### src/rtl/diag_mem_bridge.sv
// SPI-byte-driven CPU halt and ranged RAM read/write engine for ROMulator diagnostics.
// Each received SPI byte advances exactly one step; ranged transfers end with an 8-bit checksum.
module diag_mem_bridge #(
  parameter int unsigned ADDR_W    = 16,
  parameter int unsigned CFG_W     = 4,
  parameter int unsigned RD_LAT    = 1,
  parameter int unsigned HALT_WAIT = 8
) (
  input  logic              fpga_clk,
  input  logic              fpga_reset,
  input  logic              rx_dv,
  input  logic [7:0]        rx_byte,
  input  logic              spi_select,
  output logic              tx_dv,
  output logic [7:0]        tx_byte,
  output logic              halt,
  output logic [ADDR_W-1:0] address,
  input  logic [7:0]        data_in,
  output logic [7:0]        data_out,
  output logic              we,
  output logic              cs,
  input  logic [CFG_W-1:0]  configuration
);

  localparam int unsigned NB   = ADDR_W / 8;
  localparam int unsigned HW_W = $clog2(HALT_WAIT + 2);
  localparam int unsigned LT_W = $clog2(RD_LAT + 1);
  localparam int unsigned HC_W = $clog2(2 * NB + 1);

  localparam logic [7:0] CMD_HALT   = 8'hAA;
  localparam logic [7:0] CMD_RESUME = 8'h55;
  localparam logic [7:0] CMD_CFG    = 8'h77;
  localparam logic [7:0] CMD_READ   = 8'h66;
  localparam logic [7:0] CMD_WRITE  = 8'h99;

  typedef enum logic [3:0] {
    ST_STARTUP,
    ST_RUNNING,
    ST_CFG_TX,
    ST_HALTED,
    ST_HDR,
    ST_RD_ADDR,
    ST_RD_TX,
    ST_RD_NEXT,
    ST_WR_RX,
    ST_WR_STROBE,
    ST_WR_NEXT,
    ST_SUM_TX,
    ST_SUM_ACK
  } state_t;

  state_t            state;
  logic [ADDR_W-1:0] len;
  logic [7:0]        sum;
  logic [CFG_W-1:0]  cfg_q;
  logic [HW_W-1:0]   settle;
  logic [LT_W-1:0]   lat_cnt;
  logic [HC_W-1:0]   hdr_cnt;
  logic              op_wr;
  logic              sel_q;
  logic              in_frame;
  logic              abort;

  always_comb begin
    in_frame = 1'b0;
    case (state)
      ST_HDR, ST_RD_ADDR, ST_RD_TX, ST_RD_NEXT,
      ST_WR_RX, ST_WR_STROBE, ST_WR_NEXT,
      ST_SUM_TX, ST_SUM_ACK: in_frame = 1'b1;
      default: in_frame = 1'b0;
    endcase
  end

  // Chip-select rising edge ends the frame; checked before rx_dv so it always wins.
  assign abort = in_frame & spi_select & ~sel_q;

  always_ff @(posedge fpga_clk or negedge fpga_reset) begin
    if (!fpga_reset) begin
      state    <= ST_STARTUP;
      tx_dv    <= 1'b0;
      tx_byte  <= '0;
      halt     <= 1'b0;
      address  <= '0;
      data_out <= '0;
      we       <= 1'b0;
      cs       <= 1'b0;
      len      <= '0;
      sum      <= '0;
      cfg_q    <= '0;
      settle   <= '0;
      lat_cnt  <= '0;
      hdr_cnt  <= '0;
      op_wr    <= 1'b0;
      sel_q    <= 1'b0;
    end else begin
      sel_q <= spi_select;
      tx_dv <= 1'b0;
      we    <= 1'b0;
      if (settle != '0) settle <= settle - HW_W'(1);

      if (abort) begin
        cs    <= 1'b0;
        state <= ST_HALTED;
      end else begin
        case (state)
          ST_STARTUP: begin
            cfg_q <= configuration;
            state <= ST_RUNNING;
          end

          ST_RUNNING: begin
            if (rx_dv) begin
              if (rx_byte == CMD_HALT) begin
                halt   <= 1'b1;
                settle <= HW_W'(HALT_WAIT);
                state  <= ST_HALTED;
              end else if (rx_byte == CMD_CFG) begin
                tx_dv   <= 1'b1;
                tx_byte <= 8'(cfg_q);
                state   <= ST_CFG_TX;
              end
            end
          end

          // The config read is legal while halted, so go back to wherever it came from.
          ST_CFG_TX: begin
            if (rx_dv) state <= halt ? ST_HALTED : ST_RUNNING;
          end

          ST_HALTED: begin
            if (rx_dv) begin
              if (rx_byte == CMD_RESUME) begin
                halt  <= 1'b0;
                state <= ST_RUNNING;
              end else if (rx_byte == CMD_CFG) begin
                tx_dv   <= 1'b1;
                tx_byte <= 8'(cfg_q);
                state   <= ST_CFG_TX;
              end else if ((rx_byte == CMD_READ || rx_byte == CMD_WRITE) && settle == '0) begin
                op_wr    <= (rx_byte == CMD_WRITE);
                hdr_cnt  <= '0;
                sum      <= '0;
                data_out <= '0;
                state    <= ST_HDR;
              end
            end
          end

          ST_HDR: begin
            if (rx_dv) begin
              if (hdr_cnt < HC_W'(NB)) address <= (address << 8) | ADDR_W'(rx_byte);
              else                     len     <= (len << 8) | ADDR_W'(rx_byte);
              hdr_cnt <= hdr_cnt + HC_W'(1);
              if (hdr_cnt == HC_W'(2 * NB - 1)) begin
                cs      <= 1'b1;
                lat_cnt <= '0;
                state   <= op_wr ? ST_WR_RX : ST_RD_ADDR;
              end
            end
          end

          ST_RD_ADDR: begin
            if (lat_cnt == LT_W'(RD_LAT - 1)) begin
              tx_dv   <= 1'b1;
              tx_byte <= data_in;
              sum     <= sum + data_in;
              state   <= ST_RD_TX;
            end else begin
              lat_cnt <= lat_cnt + LT_W'(1);
            end
          end

          // Length 0 wraps to all-ones on the first decrement, giving the full map.
          ST_RD_TX, ST_RD_NEXT: begin
            if (rx_dv) begin
              address <= address + ADDR_W'(1);
              len     <= len - ADDR_W'(1);
              if (len == ADDR_W'(1)) begin
                tx_dv   <= 1'b1;
                tx_byte <= sum;
                cs      <= 1'b0;
                state   <= ST_SUM_TX;
              end else begin
                lat_cnt <= '0;
                state   <= ST_RD_ADDR;
              end
            end else begin
              state <= ST_RD_NEXT;
            end
          end

          // data_out still holds the previous byte, which is what gets echoed back.
          ST_WR_RX: begin
            if (rx_dv) begin
              tx_dv    <= 1'b1;
              tx_byte  <= data_out;
              data_out <= rx_byte;
              sum      <= sum + rx_byte;
              we       <= 1'b1;
              state    <= ST_WR_STROBE;
            end
          end

          ST_WR_STROBE: state <= ST_WR_NEXT;

          ST_WR_NEXT: begin
            address <= address + ADDR_W'(1);
            len     <= len - ADDR_W'(1);
            if (len == ADDR_W'(1)) begin
              tx_dv   <= 1'b1;
              tx_byte <= sum;
              cs      <= 1'b0;
              state   <= ST_SUM_TX;
            end else begin
              state <= ST_WR_RX;
            end
          end

          ST_SUM_TX, ST_SUM_ACK: begin
            state <= rx_dv ? ST_HALTED : ST_SUM_ACK;
          end

          default: state <= ST_STARTUP;
        endcase
      end
    end
  end

endmodule

### config.mk
export PLATFORM = sky130hd
export DESIGN_NAME = diag_mem_bridge
export DESIGN_NICKNAME = d
export VERILOG_FILES = /design/src/rtl/diag_mem_bridge.sv
export SDC_FILE = /design/constraint.sdc
export NUM_CORES = 1
export LEC_CHECK = 0
export ABC_AREA = 1
export CORE_MARGIN = 1
export CORE_UTILIZATION = 35
export DETAILED_ROUTE_END_ITERATION = 10
export DONT_BUFFER_PORTS = 1
export GPL_TIMING_DRIVEN = 0
export PLACE_DENSITY = 0.55
export SYNTH_ARGS = -nofsm -noshare
export SYNTH_HDL_FRONTEND = slang
export SYNTH_SLANG_ARGS = --single-unit
### constraint.sdc
create_clock -name fpga_clk -period 5.38 [get_ports fpga_clk]
set_input_delay 0.807 -clock fpga_clk [delete_from_list [all_inputs] [get_ports fpga_clk]]
set_output_delay 0.807 -clock fpga_clk [all_outputs]
set_load 0.1 [all_outputs]
==> metrics <==
Mapped Area 0.00531 mm2; proportion of layout cells with a drive suffix above 1 7.02%; DRC 8; reg-to-reg slack, setup between 2 and 3 ns; CP startpoint kind register; Max Clock Skew roughly 0.012 ns; status finished with violations; DR WL/cell approximately 15 um; setup repair bufs after CTS 0; # fillers between 1,500 and 2,000; reg2reg start state[0]; via count 5,087; register area share after synthesis 36.3%; Rows 44; CP max stage delay between 0.4 and 0.5 ns; largest net degree at the start of global routing 78; All-Layer GR Usage about a fifth; RSZ-0062 raised after global routing no; port buffer count 0; H-tree depth 3; Slowest-stage cell, CP fa_1; total grt overflow 0; Storage cell area about 0.0019 mm2; initial core utilization between 30% and 40%; initial detailed-routing violation count around 420; Clk Latency, worst-skew pair about 0.35 ns; Routed Antenna Nets 0; CTS tree yes; FMAX 0.348 GHz; #FFs+latches synth 77; Top Usage Layer GRT met2; Tot Pwr a little over 0.004 W; Tcrit/Tclk final between 50% and 60%; CP required about 5.7 ns; violations in the final reports design-rule violations; TritonRoute pass-1 iters 8; die area between 0.015 and 0.02 mm2; diodes inserted 0; Chip Height ~130 um; Mapped Avg Cell Area 6.55 um2; worst reg-to-reg path cell count 15; Pins Over Slew Limit 0; syn_nets around 850; Design Area, Final slightly below 0.006 mm2; initial antenna violation count 0; Max transition margin between 20% and 30%; Inst Count DP 995; CP Capture Type register; crit path kind reg2reg; vias per cell between 5 and 6; CTS Buffer Depth 2; area occupied by multi-input gates around 0.003 mm2; Final Non-Filler Cells around 1,000; worst path cell trace buf_2 -> nor2_1 -> nand2_2 -> clkbuf_1 -> o21ai_0 -> ha_1 -> inv_1 -> fa_1 -> inv_1 -> nand4_1 -> nand3_1 -> nand2_1 -> nand2_1 -> nand2_1 -> o21ai_2; DP Area approximately 0.0055 mm2; Async SR Flop Fraction 100%; clk sinks 77; Leakage about 3.1 nW; synth warn 0; Crit Path Max Fanout 10; clk root buf clkbuf_16; GR Util met3 4.71%; most frequent CP cell nand2_1; Layout area overhead 9.65%; vias in the first global route between 4,000 and 5,000; die width between 100 and 150 um; drt total wl approximately 16,000 um; # resized after CTS 0; Final Setup Violations 0; slew at the pin with the worst max-slew slack ~1.1 ns; Mapped Cells 811; DP HPWL 11,600 um; WHS 0.144 ns; library cells used by synthesis 38; Cell Pwr Density 699 mW/mm2; Hold Violations, Final 0; number of nets in the layout 860; Final Wtd Congestion 0.855; setup TNS 0 ns; first-pass GRT wire length 25,500 um; CTS buffer count 9; Worst-path clk slew around 0.070 ns; IO Count 60; Top FF cell, synth dfrtp_1; GR Util met1 between 20% and 30%; Data arrival, critical path around 3.2 ns; core box area 0.0147 mm2; Post-CTS Hold Buffers 0; EDFF count, synth 0; Setup crit start state[0]; worst IR drop on VDD 0.499 mV; Worst R2R End sum[6]; clock period minus worst slack 2.87 ns; M2 GR Usage around a third; max-cap check violation count 0; hold crit path type in2async
[flip-flops by register name, summed over array words and instances, names as in the netlist]
register  cells
we            1
len          16
cfg_q         4
address      16
tx_dv         1
sum           8
op_wr         1
data_out      8
hdr_cnt       3
settle        4
state         4
sel_q         1
tx_byte       8
cs            1
halt          1
[worst max-delay path: cells and delay by family (launching register included)]
family / cells / cell delay [ns]
AO/OA/AOI/OAI: 2 / 0.34
adder cells (fa/ha/maj): 2 / 0.62
buffers and inverters: 4 / 0.63
flip-flops: 1 / 0.35
AND/OR/NAND/NOR: 7 / 0.88
[cell usage after synthesis (all sizes together) (5+ instances only)]
master  number  area share (%)
dfrtp       77              36
o21ai       65             6.4
nand4       14             1.6
nand2      327              24
inv         89             6.4
buf         11             1.2
a21oi       12             1.1
nor3         5            0.68
nand3       75             7.2
xor2        11             1.8
clkbuf       5            0.35
ha          13             3.1
nor2        89             7.0
[metrics by stage]
step,util (%),setup slack [ns]
2_1_floorplan,-,2.97
3_3_place_gp,37.7,2.56
3_5_place_dp,37.7,2.54
4_1_cts,39.6,2.53
5_1_grt,39.6,2.33
6_report,39.6,2.51
[kinds of logic (layout without fill, tap and decap cells)]
group | Yosys count | in the layout | share of synthesized area (%)
and+or+nand+nor | 514 | 514 | 41.2
buffers and inverters | 106 | 121 | 8.05
AOI/OAI and AO/OA | 87 | 87 | 8.92
DFF | 77 | 77 | 36.3
adders and majority gates | 14 | 14 | 3.44
xor gates and xnor gates | 13 | 13 | 2.14
[where the power goes]
group	switching, W	internal [W]	total [W]
registers	0.00106	0.000813	0.00187
clock network	0.000257	0.000357	0.000614
logic	0.00105	0.000537	0.00159
[how the worst max path moves through the flow]
stage,end,slack (ns)
detailed placement,sum[6],2.54
global placement,sum[6],2.56
CTS,sum[6],2.53
finish,sum[6],2.51
global route,sum[6],2.33
floorplan,sum[6],2.97
[metal layers]
layer  vias up  share of wire, %
met5         -                 0
met4         0               1.4
met3        16               6.3
met2       147                43
met1      2333                49
li1       2591                 -
[placed cells by master, fill, tap and decap left out, types with 9 or more instances in the layout]
cell type  synthesis  layout
o21ai_1           20      20
xor2_1            11      11
clkbuf_16          0       9
a21oi_1           12      12
ha_1              13      13
nand2_1          315     315
nand3_1           74      74
nor2_1            79      79
dfrtp_1           77      77
o21ai_0           43      43
nand4_1           14      14
inv_1             83      83
[final cells by class]
cell class	count	area share [%]
flip-flops and latches	77	33.1
inverters	90	5.88
plain buffers	16	1.46
multi-input cells	628	50.8
well taps	184	3.95
clock inverters	4	0.859
clock buffers	11	3.99
Power figures use the tool's default switching activity.
